--- config.mk ---
export PLATFORM = sky130hd
export DESIGN_NAME = dpd_fb_agc
export DESIGN_NICKNAME = d
export VERILOG_FILES = /design/src/rtl/dpd_fb_agc.sv
export SDC_FILE = /design/constraint.sdc
export NUM_CORES = 2
export LEC_CHECK = 0
export BUFFER_PORTS_ARGS = -buffer_cell sky130_fd_sc_hd__buf_2
export CAP_MARGIN = 0
export CORE_AREA = 2 2 271 273
export CTS_BUF_LIST = sky130_fd_sc_hd__clkbuf_8
export DETAILED_ROUTE_END_ITERATION = 16
export DIE_AREA = 0 0 273 275
export PLACE_DENSITY = 0.74
export SLEW_MARGIN = 30
export SYNTH_ARGS = -nofsm -noshare
export SYNTH_HDL_FRONTEND = slang
export SYNTH_SLANG_ARGS = --single-unit
--- constraint.sdc ---
create_clock -name clk -period 16.3 [get_ports clk]
set_input_delay 0.815 -clock clk [delete_from_list [all_inputs] [get_ports clk]]
set_output_delay 0.815 -clock clk [all_outputs]
set_load 0.1 [all_outputs]
--- src/rtl/dpd_fb_agc.sv ---
// Feedback-path AGC: scales PA feedback by a Q2.14 gain and, on start, steps the gain
// until windowed |fb_out| matches windowed |ref|. Datapath latency 2 cycles; no backpressure.
module dpd_fb_agc #(
    parameter int          WIN_LOG2  = 8,
    parameter logic [15:0] GAIN_INIT = 16'h4000,
    parameter logic [15:0] STEP      = 16'd16,
    parameter int          TOL_SHIFT = 6,
    parameter int          MAX_ITER  = 64
) (
    input  logic               clk,
    input  logic               reset_b,
    input  logic               start,
    input  logic signed [19:0] sig_ref_i,
    input  logic signed [19:0] sig_ref_q,
    input  logic signed [19:0] sig_fb_i,
    input  logic signed [19:0] sig_fb_q,
    output logic signed [19:0] sig_fb_out_i,
    output logic signed [19:0] sig_fb_out_q,
    output logic [15:0]        gain,
    output logic               busy,
    output logic               locked,
    output logic               fail
);
    localparam int AW = 21 + WIN_LOG2;
    localparam int CW = (WIN_LOG2 > 2) ? WIN_LOG2 : 2;
    localparam int IW = $clog2(MAX_ITER + 1);

    localparam logic [1:0] ST_IDLE  = 2'd0;
    localparam logic [1:0] ST_FLUSH = 2'd1;
    localparam logic [1:0] ST_ACCUM = 2'd2;
    localparam logic [1:0] ST_EVAL  = 2'd3;

    localparam logic [CW-1:0] FLUSH_LAST = CW'(3);
    localparam logic [CW-1:0] ACCUM_LAST = CW'((1 << WIN_LOG2) - 1);

    // Q2.14 scaling: drop 14 fraction bits (floor), then clip to s20.
    function automatic logic signed [19:0] sat_scale(input logic signed [36:0] p);
        logic signed [22:0] s;
        s = 23'(p >>> 14);
        if (s > 23'sd524287) begin
            return 20'sd524287;
        end else if (s < -23'sd524288) begin
            return -20'sd524288;
        end else begin
            return s[19:0];
        end
    endfunction

    // Alpha-max-plus-beta-min with alpha = 1, beta = 1/2; 21 bits keeps |-2^19| exact.
    function automatic logic [20:0] mag21(input logic signed [19:0] a, input logic signed [19:0] b);
        logic [20:0] ea, eb, aa, ab, mx, mn;
        ea = {a[19], a};
        eb = {b[19], b};
        aa = a[19] ? (~ea + 21'd1) : ea;
        ab = b[19] ? (~eb + 21'd1) : eb;
        mx = (aa > ab) ? aa : ab;
        mn = (aa > ab) ? ab : aa;
        return mx + (mn >> 1);
    endfunction

    logic signed [36:0] prod_i_q, prod_i_d, prod_q_q, prod_q_d;
    logic signed [19:0] out_i_q, out_i_d, out_q_q, out_q_d;
    logic [20:0]        mag_fb_q, mag_fb_d;
    logic [20:0]        mag_ref_q, mag_ref_d;
    logic [20:0]        ref_d1_q, ref_d1_d, ref_d2_q, ref_d2_d;
    logic [1:0]         state_q, state_d;
    logic [CW-1:0]      cnt_q, cnt_d;
    logic [IW-1:0]      iter_q, iter_d;
    logic [AW-1:0]      acc_ref_q, acc_ref_d, acc_fb_q, acc_fb_d;
    logic [15:0]        gain_q, gain_d;
    logic               locked_q, locked_d, fail_q, fail_d;

    logic signed [16:0] gain_s;
    logic [AW-1:0]      acc_diff, acc_tol;
    logic [16:0]        gain_up, gain_dn_lim;
    logic [IW-1:0]      iter_nxt;

    always_comb begin
        gain_s    = {1'b0, gain_q};
        prod_i_d  = 37'(sig_fb_i) * 37'(gain_s);
        prod_q_d  = 37'(sig_fb_q) * 37'(gain_s);
        out_i_d   = sat_scale(prod_i_q);
        out_q_d   = sat_scale(prod_q_q);
        mag_fb_d  = mag21(out_i_q, out_q_q);
        // Reference magnitude rides two extra stages to line up with the multiplier.
        mag_ref_d = mag21(sig_ref_i, sig_ref_q);
        ref_d1_d  = mag_ref_q;
        ref_d2_d  = ref_d1_q;
    end

    always_comb begin
        state_d     = state_q;
        cnt_d       = cnt_q;
        iter_d      = iter_q;
        acc_ref_d   = acc_ref_q;
        acc_fb_d    = acc_fb_q;
        gain_d      = gain_q;
        locked_d    = locked_q;
        fail_d      = fail_q;
        acc_diff    = (acc_fb_q > acc_ref_q) ? (acc_fb_q - acc_ref_q) : (acc_ref_q - acc_fb_q);
        acc_tol     = acc_ref_q >> TOL_SHIFT;
        gain_up     = {1'b0, gain_q} + {1'b0, STEP};
        gain_dn_lim = {1'b0, STEP} + {1'b0, STEP};
        iter_nxt    = iter_q + IW'(1);

        case (state_q)
            ST_IDLE: begin
                if (start) begin
                    locked_d = 1'b0;
                    fail_d   = 1'b0;
                    iter_d   = '0;
                    cnt_d    = '0;
                    state_d  = ST_FLUSH;
                end
            end
            ST_FLUSH: begin
                acc_ref_d = '0;
                acc_fb_d  = '0;
                if (cnt_q == FLUSH_LAST) begin
                    cnt_d   = '0;
                    state_d = ST_ACCUM;
                end else begin
                    cnt_d = cnt_q + CW'(1);
                end
            end
            ST_ACCUM: begin
                acc_ref_d = acc_ref_q + AW'(ref_d2_q);
                acc_fb_d  = acc_fb_q + AW'(mag_fb_q);
                cnt_d     = cnt_q + CW'(1);
                if (cnt_q == ACCUM_LAST) begin
                    state_d = ST_EVAL;
                end
            end
            default: begin
                if (acc_diff <= acc_tol) begin
                    locked_d = 1'b1;
                    state_d  = ST_IDLE;
                end else begin
                    if (acc_fb_q > acc_ref_q) begin
                        // Floor at STEP so the gain never reaches zero.
                        gain_d = ({1'b0, gain_q} < gain_dn_lim) ? STEP : (gain_q - STEP);
                    end else begin
                        gain_d = gain_up[16] ? 16'hFFFF : gain_up[15:0];
                    end
                    iter_d = iter_nxt;
                    cnt_d  = '0;
                    if (iter_nxt == IW'(MAX_ITER)) begin
                        fail_d  = 1'b1;
                        state_d = ST_IDLE;
                    end else begin
                        state_d = ST_FLUSH;
                    end
                end
            end
        endcase
    end

    always_ff @(posedge clk or negedge reset_b) begin
        if (!reset_b) begin
            prod_i_q  <= '0;
            prod_q_q  <= '0;
            out_i_q   <= '0;
            out_q_q   <= '0;
            mag_fb_q  <= '0;
            mag_ref_q <= '0;
            ref_d1_q  <= '0;
            ref_d2_q  <= '0;
            state_q   <= ST_IDLE;
            cnt_q     <= '0;
            iter_q    <= '0;
            acc_ref_q <= '0;
            acc_fb_q  <= '0;
            gain_q    <= GAIN_INIT;
            locked_q  <= 1'b0;
            fail_q    <= 1'b0;
        end else begin
            prod_i_q  <= prod_i_d;
            prod_q_q  <= prod_q_d;
            out_i_q   <= out_i_d;
            out_q_q   <= out_q_d;
            mag_fb_q  <= mag_fb_d;
            mag_ref_q <= mag_ref_d;
            ref_d1_q  <= ref_d1_d;
            ref_d2_q  <= ref_d2_d;
            state_q   <= state_d;
            cnt_q     <= cnt_d;
            iter_q    <= iter_d;
            acc_ref_q <= acc_ref_d;
            acc_fb_q  <= acc_fb_d;
            gain_q    <= gain_d;
            locked_q  <= locked_d;
            fail_q    <= fail_d;
        end
    end

    assign sig_fb_out_i = out_i_q;
    assign sig_fb_out_q = out_q_q;
    assign gain         = gain_q;
    assign busy         = (state_q != ST_IDLE);
    assign locked       = locked_q;
    assign fail         = fail_q;
endmodule

==> key figures <==
STA
  – PnR worst setup slack: 8540 ps
  – Setup TNS: 0 ps
  – RSZ-0062 raised after global routing: false
  – # setup viols final: 0
  – Worst slew pin tran: 1010 ps
  – F_max: 129 MHz
  – Slew headroom: 31.2%
  – Clk_skew: 22.3 ps
  – Period minus WS final: 7760 ps
  – Tcrit/Tclk final: 47.6%
  – Final hold violation count: 0
  – Final count of pins violating max slew: 0

Drt
  – Drc violations: 0
  – DR iter-0 viols: 2047
  – Routed Antenna Nets: 0
  – Via count: 30900
  – Post-Route WL: 99.6 mm
  – Vias/cell: 5.62
  – Routed length per placed instance: 18.1 um
  – 1st-pass router iterations: 5

Job
  – Max cap viols: 0

CTS
  – Clk_lat worst skew: 630 ps
  – Reg clk slew, reported paths: 70 ps
  – Root Buffer Master: clkbuf_8
  – TritonCTS clock tree: yes
  – Setup Fix Bufs, Post-CTS: 0
  – Max Root-Sink Buffers: 3
  – Post-CTS sizing: 0
  – CTS Hold Bufs: 0
  – Num CTS Buffers: 46
  – Number of H-tree levels: 2
  – Clk sinks: 260

Placed design
  – Final GP Congestion: 0.998
  – Dpl ws: 8630 ps
  – HPWL Detailed: 80.0 mm
  – Port buffer count: 141

Setup path
  – Worst endpoint required time: 16780 ps
  – Worst Path Max Fanout: 39
  – Startpoint types: register
  – Worst path arrival time: 8240 ps
  – Crit Path Class: register to register
  – CP max stage cell: or4b_2
  – Critical Path Source: sig_fb_out_i[2]$_DFF_PN0_
  – Crit end category: register
  – Worst r2r path cells: 28
  – Levels on crit path: 28
  – Slowest stage delay, CP: 670 ps
  – Critical path buffers and inverters: 2
  – Worst r2r src: sig_fb_out_i[2]$_DFF_PN0_
  – Cell family with most CP delay: compound AO/OA/AOI/OAI gates

Logic synthesis
  – Top cell type by total area after synthesis: fa_1
  – Post-Syn Area per Cell: 9.10 um2
  – Simple-Gate Fraction of Synth Area: 13.7%
  – Commonest cells in the netlist: inv_1 (847), fa_1 (600), nand2_1 (419)
  – Synth async-reset ratio: 100%
  – Count leader, synth: inv_1
  – Area share of the largest cell type after synthesis: 29.3%
  – Top post-synthesis cells by area: fa_1 (29%), dfrtp_1 (16%), ha_1 (12%), inv_1 (7.8%), and2_1 (4.0%)
  – Area share of fa/ha/maj cells after synthesis: 41.6%
  – Compound-Gate Fraction of Synth Area: 11.6%
  – Post-synth EDFFs: 0
  – Yosys Warn Count: 0
  – Post-synthesis register bit count: 260
  – Synth Area in XOR/XNOR: 4.81%
  – Post-synthesis sequential area ratio: 15.9%
  – Most used DFF post-synth: dfrtp_1
  – Syn Std Cell Area: 40900 um2
  – Yosys cell types: 80
  – Largest family of logic cells by synthesized area: adder cells
  – Mux share of post-synthesis cell area: 2.50%
  – Cells after synthesis: 4497

Finish
  – Syn-to-layout area delta: 6.20%
  – Nets: 5582
  – Ratio of cells with drive above 1 in the final layout: 6.44%
  – Fillers: 6283

Floorplan
  – Row cnt: 99
  – Number of I/O pins: 142
  – Starting density of the core: 56.6%
  – Die Footprint: 75100 um2
  – Die span in y: 275 um
  – Horiz. Die Dim: 273 um
  – Core area: 72300 um2

Global route
  – Pin count of the biggest net entering global routing: 151
  – All-Layer GR Usage: 27.4%
  – Initial antenna violation count: 2
  – Vias in the first global route: 31900
  – Total global routing overflow: 0
  – First-pass GRT wire length: 166 mm

Outcome
  – Status: finished, final reports clean

Hold path
  – Hold Crit Class: primary input to asynchronous set/reset pin
[cell usage in the layout (no fill, tap or decap), types with 9 or more instances in the layout]
| cell type | Yosys | routed |
|---|---|---|
| a211oi_1 | 19 | 19 |
| a21boi_0 | 9 | 9 |
| a21o_1 | 90 | 90 |
| a21oi_1 | 167 | 167 |
| a31oi_1 | 21 | 21 |
| and2_1 | 264 | 264 |
| and3_1 | 21 | 21 |
| buf_2 | 21 | 140 |
| buf_4 | 4 | 21 |
| bufinv_16 | 0 | 12 |
| clkbuf_8 | 0 | 51 |
| dfrtp_1 | 259 | 253 |
| fa_1 | 600 | 600 |
| ha_1 | 399 | 398 |
| inv_1 | 847 | 854 |
| mux2_2 | 13 | 13 |
| mux2i_1 | 86 | 86 |
| nand2_1 | 419 | 419 |
| nand2b_1 | 24 | 24 |
| nand3_1 | 61 | 61 |
| nand4_1 | 32 | 32 |
| nor2_1 | 138 | 136 |
| nor2b_1 | 29 | 29 |
| nor3_1 | 62 | 62 |
| nor4_1 | 9 | 9 |
| o211ai_1 | 17 | 17 |
| o21a_1 | 83 | 83 |
| o21ai_0 | 121 | 121 |
| o21bai_1 | 28 | 28 |
| o221ai_1 | 9 | 9 |
| o22ai_1 | 38 | 38 |
| o31ai_1 | 23 | 23 |
| o41ai_1 | 13 | 13 |
| or3_1 | 23 | 22 |
| or4_1 | 13 | 13 |
| xnor2_1 | 120 | 120 |
| xor2_1 | 105 | 105 |
[state kept, by name, indices dropped and copies added (netlist names), 13 cells and up]
name	count
ref_d2_q	21
prod_i_q	23
mag_ref_q	21
sig_fb_out_q	20
prod_q_q	23
acc_ref_q	29
ref_d1_q	21
acc_fb_q	29
mag_fb_q	21
sig_fb_out_i	20
gain	13
[final cells by class]
cell class	count	area (um2)	share of cell area [%]
multi-input combinational	3180	30400	70.0
sequential	260	6520	15.0
inverter	848	3180	7.32
tap	959	1200	2.76
timing repair buffer	164	921	2.12
clock buffer	51	702	1.61
clock inverter	34	490	1.13
antenna	2	5.00	0.0115
[logic make-up after synthesis]
logic type	count (synthesis)
adders and majority gates	1001
muxes	100
DFF	260
AOI/OAI and AO/OA	718
and+or+nand+nor	1130
xor gates and xnor gates	225
other	2
buffers and inverters	1061
[worst reg2reg max path, delay by kind of cell, from the launching register on]
kind | cells | cell delay, ps
AOI/OAI and AO/OA | 15 | 3130
adders and majority gates | 3 | 900
buffers and inverters | 2 | 620
DFF | 1 | 420
muxes | 1 | 180
and+or+nand+nor | 7 | 2390
[per-layer routing]
layer,GRT usage [%],wire length (um),part of all wire (%),vias to the layer above
met1,38.2,43700,44,15400
met4,9.19,3330,3.3,0
li1,-,-,-,14400
met3,4.09,6140,6.2,196
met5,0,0,0,-
met2,44.2,46500,47,956
[through the flow]
stage               utilization, %  area [um2]  cells  hold WS [ps]
detailed placement            58.4       42200   5410           335
floorplan                        -       40900   4501           331
finish                        60.1       43500   5498          37.0
global placement              58.4       42200   5410           332
global route                  60.1       43500   5498          41.9
CTS                           60.0       43400   5495           277
[worst paths after layout]
check,to,slack (ps)
worst min-delay path,ref_d2_q[20]$_DFF_PN0_,40
worst min register to register,ref_d1_q[9]$_DFF_PN0_,340
worst max-delay path,mag_fb_q[20]$_DFF_PN0_,8540
max in group asynchronous,gain[11]$_DFFE_PN0P_,14780
worst max register to register,mag_fb_q[20]$_DFF_PN0_,8540
min in group clk,ref_d1_q[9]$_DFF_PN0_,340
Power is not shown: default switching activity piles up to over one toggle a cycle in this logic, so the estimate is an artifact.
